[src/rtl/uart_pkg.sv]
// Shared types and constants for the UART transmit path.
// Feature macro: UART_TX_FIFO_ALMOST_FULL_EN (enables almost_full compare).
package uart_pkg;

  localparam int UART_DATA_W = 8;

  typedef enum logic [1:0] {
    TXF_IDLE,
    TXF_LOAD,
    TXF_BUSY
  } txf_state_t;

  function automatic logic is_pow2(input int v);
    return (v > 0) && ((v & (v - 1)) == 0);
  endfunction

endpackage

[src/rtl/uart_sync_fifo.sv]
// Byte FIFO for the TX path: storage, pointers, occupancy and status flags.
// Feature macro: UART_TX_FIFO_ALMOST_FULL_EN drives almost_full from count.
module uart_sync_fifo
  import uart_pkg::*;
#(
  parameter int DATA_W    = UART_DATA_W,
  parameter int DEPTH     = 16,
  parameter int AF_THRESH = 12,
  localparam int AW       = $clog2(DEPTH),
  localparam int CW       = $clog2(DEPTH + 1)
) (
  input  logic              clk,
  input  logic              rst,
  input  logic              wr_en,
  input  logic [DATA_W-1:0] wr_data,
  input  logic              pop,
  output logic [DATA_W-1:0] rd_data,
  output logic              full,
  output logic              empty,
  output logic [CW-1:0]     count,
  output logic              overflow,
  output logic              almost_full
);

  if (!is_pow2(DEPTH) || DEPTH < 2) begin : g_bad_depth
    $error("uart_sync_fifo: DEPTH must be a power of two >= 2");
  end
  if (AF_THRESH < 1 || AF_THRESH > DEPTH) begin : g_bad_af
    $error("uart_sync_fifo: AF_THRESH must be in 1..DEPTH");
  end

  logic [DATA_W-1:0] mem [DEPTH];
  logic [AW-1:0]     wr_ptr;
  logic [AW-1:0]     rd_ptr;
  logic [CW-1:0]     cnt;
  logic [CW-1:0]     cnt_nxt;
  logic              push;

  // a pop frees a slot in the same edge, so a full FIFO still accepts
  assign push = wr_en && (!full || pop);

  always_comb begin
    cnt_nxt = cnt;
    unique case ({push, pop})
      2'b10:   cnt_nxt = cnt + 1'b1;
      2'b01:   cnt_nxt = cnt - 1'b1;
      default: cnt_nxt = cnt;
    endcase
  end

  always_ff @(posedge clk) begin
    if (push) begin
      mem[wr_ptr] <= wr_data;
    end
  end

  always_ff @(posedge clk) begin
    if (!rst) begin
      wr_ptr   <= '0;
      rd_ptr   <= '0;
      cnt      <= '0;
      full     <= 1'b0;
      empty    <= 1'b1;
      overflow <= 1'b0;
    end else begin
      if (push) begin
        wr_ptr <= wr_ptr + 1'b1;
      end
      if (pop) begin
        rd_ptr <= rd_ptr + 1'b1;
      end
      if (wr_en && !push) begin
        overflow <= 1'b1;
      end
      cnt   <= cnt_nxt;
      full  <= (cnt_nxt == CW'(DEPTH));
      empty <= (cnt_nxt == '0);
    end
  end

`ifdef UART_TX_FIFO_ALMOST_FULL_EN
  logic af_q;

  always_ff @(posedge clk) begin
    if (!rst) begin
      af_q <= 1'b0;
    end else begin
      af_q <= (cnt_nxt >= CW'(AF_THRESH));
    end
  end

  assign almost_full = af_q;
`else
  assign almost_full = 1'b0;
`endif

  assign rd_data = mem[rd_ptr];
  assign count   = cnt;

endmodule

[src/rtl/uart_tx_fifo.sv]
// TX byte buffer plus load sequencer feeding the UART shift register.
// Feature macro: UART_TX_FIFO_ALMOST_FULL_EN (almost_full flag).
module uart_tx_fifo
  import uart_pkg::*;
#(
  parameter int DATA_W    = UART_DATA_W,
  parameter int DEPTH     = 16,
  parameter int LOAD_HOLD = 16,
  parameter int AF_THRESH = 12,
  localparam int CW       = $clog2(DEPTH + 1),
  localparam int HW       = $clog2(LOAD_HOLD + 1)
) (
  input  logic              clk,
  input  logic              rst,
  input  logic              wr_en,
  input  logic [DATA_W-1:0] wr_data,
  output logic              full,
  output logic              empty,
  output logic [CW-1:0]     count,
  output logic              overflow,
  output logic              almost_full,
  input  logic              tx_done,
  output logic              load,
  output logic [DATA_W-1:0] data_out
);

  if (LOAD_HOLD < 1) begin : g_bad_hold
    $error("uart_tx_fifo: LOAD_HOLD must be >= 1");
  end

  txf_state_t        state;
  logic [HW-1:0]     hold_cnt;
  logic              tx_done_q;
  logic              done_rise;
  logic              pop;
  logic [DATA_W-1:0] rd_data;

  assign pop       = (state == TXF_IDLE) && !empty;
  assign done_rise = tx_done && !tx_done_q;

  uart_sync_fifo #(
    .DATA_W    (DATA_W),
    .DEPTH     (DEPTH),
    .AF_THRESH (AF_THRESH)
  ) u_fifo (
    .clk         (clk),
    .rst         (rst),
    .wr_en       (wr_en),
    .wr_data     (wr_data),
    .pop         (pop),
    .rd_data     (rd_data),
    .full        (full),
    .empty       (empty),
    .count       (count),
    .overflow    (overflow),
    .almost_full (almost_full)
  );

  // done edges outside BUSY are dropped, but the edge register keeps tracking
  always_ff @(posedge clk) begin
    if (!rst) begin
      state     <= TXF_IDLE;
      hold_cnt  <= '0;
      load      <= 1'b0;
      data_out  <= '0;
      tx_done_q <= 1'b0;
    end else begin
      tx_done_q <= tx_done;
      unique case (state)
        TXF_IDLE: begin
          if (pop) begin
            data_out <= rd_data;
            load     <= 1'b1;
            hold_cnt <= '0;
            state    <= TXF_LOAD;
          end
        end
        TXF_LOAD: begin
          hold_cnt <= hold_cnt + 1'b1;
          if (hold_cnt == HW'(LOAD_HOLD - 1)) begin
            load  <= 1'b0;
            state <= TXF_BUSY;
          end
        end
        TXF_BUSY: begin
          if (done_rise) begin
            state <= TXF_IDLE;
          end
        end
        default: begin
          load  <= 1'b0;
          state <= TXF_IDLE;
        end
      endcase
    end
  end

endmodule

[config.mk]
export PLATFORM = sky130hd
export DESIGN_NAME = uart_tx_fifo
export DESIGN_NICKNAME = d
export VERILOG_FILES = /design/src/rtl/uart_pkg.sv /design/src/rtl/uart_sync_fifo.sv /design/src/rtl/uart_tx_fifo.sv
export SDC_FILE = /design/constraint.sdc
export NUM_CORES = 1
export LEC_CHECK = 0
export CORE_ASPECT_RATIO = 1.75
export CORE_MARGIN = 10
export CORE_UTILIZATION = 60
export CTS_CLUSTER_SIZE = 30
export DETAILED_ROUTE_END_ITERATION = 8
export PLACE_DENSITY = 0.79
export SETUP_SLACK_MARGIN = 0.2
export SYNTH_ARGS = -nofsm -noshare
export SYNTH_HDL_FRONTEND = slang
export SYNTH_SLANG_ARGS = --single-unit
[constraint.sdc]
create_clock -name clk -period 4.7 [get_ports clk]
set_input_delay 0.47 -clock clk [delete_from_list [all_inputs] [get_ports clk]]
set_output_delay 0.47 -clock clk [all_outputs]
set_load 0.01 [all_outputs]
==> results.sh <==
export IMPL_status="completed"
export IMPL_design_area_um2=7386
export IMPL_initial_utilization_pct=61.21
export IMPL_place_area_um2=6848
export IMPL_postCtsResizedCells=0
export IMPL_yosysSeqAreaShare_pct=69.19
export IMPL_grt_first_pass_wirelength_um=19890
export IMPL_synthSimpleGateAreaFrac_pct=6.208
export IMPL_clock_sinks=161
export IMPL_leakagePower_nw=2.484
export IMPL_crit_path_end_kind="flip-flop"
export IMPL_antenna_found_initial=0
export IMPL_ys_ff_latch=161
export IMPL_synth_top_family_by_area="multiplexers"
export IMPL_synth_area_um2=6510
export IMPL_yosysTopAreaCell="edfxtp_1"
export IMPL_irDropWorstVdd_uv=357.1
export IMPL_dpl_cell_count=536
export IMPL_drtIter0Drc=222
export IMPL_post_synth_xor_area_fraction_pct=1.345
export IMPL_die_y_um=157.8
export IMPL_synth_area_leaders="edfxtp_1 (59%), dfxtp_1 (10%), mux4_2 (7.6%)"
export IMPL_maxCapViolations=0
export IMPL_post_cts_setup_buffer_count=0
export IMPL_tns_ns=0
export IMPL_netlist_area_leader_share_pct=59.04
export IMPL_cts_htree_levels=4
export IMPL_die_w_um=98.74
export IMPL_period_needed_ns=3.261
export IMPL_yosysMostFrequentCell="edfxtp_1"
export IMPL_worst_pin_slew_ns=1.068
export IMPL_n_antenna_cell=0
export IMPL_rsz0062_at_grt="no"
export IMPL_syn_inst=393
export IMPL_max_freq_mhz=306.6
export IMPL_drive_above_1_share_pct=14.38
export IMPL_io_pins=30
export IMPL_die_area_um2=15580
export IMPL_hp_class="reg2reg"
export IMPL_final_util_pct=69.45
export IMPL_drc=0
export IMPL_worstPathArrival_ns=3.62
export IMPL_path_max_fanout=21
export IMPL_coreArea_um2=10640
export IMPL_synthMuxAreaShare_pct=12.92
export IMPL_start_kind="flip-flop"
export IMPL_stdcell_count=568
export IMPL_drtPass1Iterations=5
export IMPL_cts_buffers=17
export IMPL_grt_overflow=0
export IMPL_clkTransAtPathRegs_ns=0.06
export IMPL_drt_wl_total_um=12740
export IMPL_syn_area_per_cell_um2=16.56
export IMPL_synth_edf_count=128
export IMPL_fin_skew_ns=0.008604
export IMPL_synthTopCellsByCount="edfxtp_1 (128), nor2_1 (48), dfxtp_1 (33)"
export IMPL_relSlewSlack_pct=28.22
export IMPL_critical_path_class="reg2reg"
export IMPL_clock_latency_ns=0.42
export IMPL_slew_viol_final=0
export IMPL_routed_via_density=6.151
export IMPL_portBuffers=28
export IMPL_cts_tree="yes"
export IMPL_synth_cell_types=47
export IMPL_grt_pass1_vias=3536
export IMPL_syn_to_final_growth_pct=13.45
export IMPL_min_period_over_period_pct=69.39
export IMPL_synth_compound_area_share_pct=5.439
export IMPL_synthArstFlopShare_pct=0
export IMPL_finalHoldViolations=0
export IMPL_synth_adder_area_share_pct=2.114
export IMPL_post_dp_hpwl_um=8336
export IMPL_cts_buffer_depth=2
export IMPL_nNetsFinal=448
export IMPL_setup_viol_count_final=0
export IMPL_cp_required_ns=5.06
export IMPL_hold_buffers=0
export IMPL_grt_max_degree=29
export IMPL_vias=3494
export IMPL_routedWlPerCell_um=22.43
export IMPL_synth_ff_type="edfxtp_1"
export IMPL_cts_root_buf="clkbuf_16"
export IMPL_gp_congestion=0.8715
export IMPL_final_antenna_net_count=0
export IMPL_num_rows=50
export IMPL_grt_total_usage_pct=16.80
export IMPL_power_density_nw_per_um2=516.7
export IMPL_yosysWarnings=0
export IMPL_syn_nets=416
-- cells by family after synthesis --
logic type | Yosys count
AO/OA/AOI/OAI | 53
flip-flops | 161
other | 1
buffers and inverters | 29
multiplexers | 40
AND/OR/NAND/NOR | 88
XOR/XNOR | 10
adder cells (fa/ha/maj) | 11
-- final timing paths --
path	from	end	cells past startpoint	slack [ns]
min reg2reg	hold_cnt[4]	hold_cnt[4]	2	0.46
min	hold_cnt[4]	hold_cnt[4]	2	0.46
max reg2reg	state[1]	u_fifo.full	11	1.44
max	state[1]	u_fifo.full	11	1.44
-- area by class of cell --
| type | count | area (µm²) |
|---|---|---|
| clock buffer | 18 | 429.2 |
| clock inverter | 14 | 108.9 |
| fill | 684 | 3249 |
| inverter | 9 | 33.78 |
| multi-input combinational | 203 | 1828 |
| sequential | 161 | 4506 |
| tap | 130 | 162.7 |
| timing repair buffer | 33 | 317.8 |
-- sequential cells by signal, summed over array words and instances, names as in the netlist, 2 cells and up --
| register | count |
|---|---|
| state | 2 |
| hold_cnt | 5 |
| u_fifo.wr_ptr | 4 |
| u_fifo.rd_ptr | 4 |
| u_fifo.count | 5 |
| u_fifo.mem | 128 |
| data_out | 8 |
-- worst max-delay path, stage by stage (launching register included) --
cell and delay [ns]:
dfxtp_1 0.37, or3_4 0.53, a21boi_4 0.31, inv_1 0.10, ha_1 0.31, xor2_1 0.20, ha_1 0.21, o21a_1 0.12
o21ai_0 0.07, a221oi_1 0.44, mux2i_1 0.32, o2111a_1 0.21
-- power by group --
part	switching, mW	internal, mW	leakage, nW
Combinational	0.407	0.419	0.804
Clock	0.556	0.682	0.253
Sequential	0.131	1.62	1.43
Total	1.09	2.72	2.48
-- layout by cell type, fill, tap and decap left out, types with 6 or more instances in the layout --
cell,n
edfxtp_1,128
nor2_1,48
dfxtp_1,32
clkdlybuf4s50_1,28
a21oi_1,23
mux4_2,22
a22oi_1,18
clkbuf_16,17
nand2_1,15
ha_1,11
mux4_1,10
inv_1,8
xor2_1,8
mux2i_1,6
-- metrics by stage --
stage	hold WS, ns	power, mW	setup slack [ns]
detailed placement	0.4584	2.604	1.474
floorplan	0.4363	2.353	1.957
global placement	0.4466	2.572	1.580
global route	0.5181	3.973	1.224
finish	0.4641	3.816	1.439
CTS	0.4670	3.842	1.508
-- per-layer routing --
metal  vias up  track usage, %  part of all wire, %
met5         -               0                    0
met4         0           7.882                  2.8
met3        27           4.190                  4.7
met2       115           29.39                   53
met1      1762           18.63                   39
li1       1590               -                    -
No activity file was read; power rests on OpenSTA's default activity.
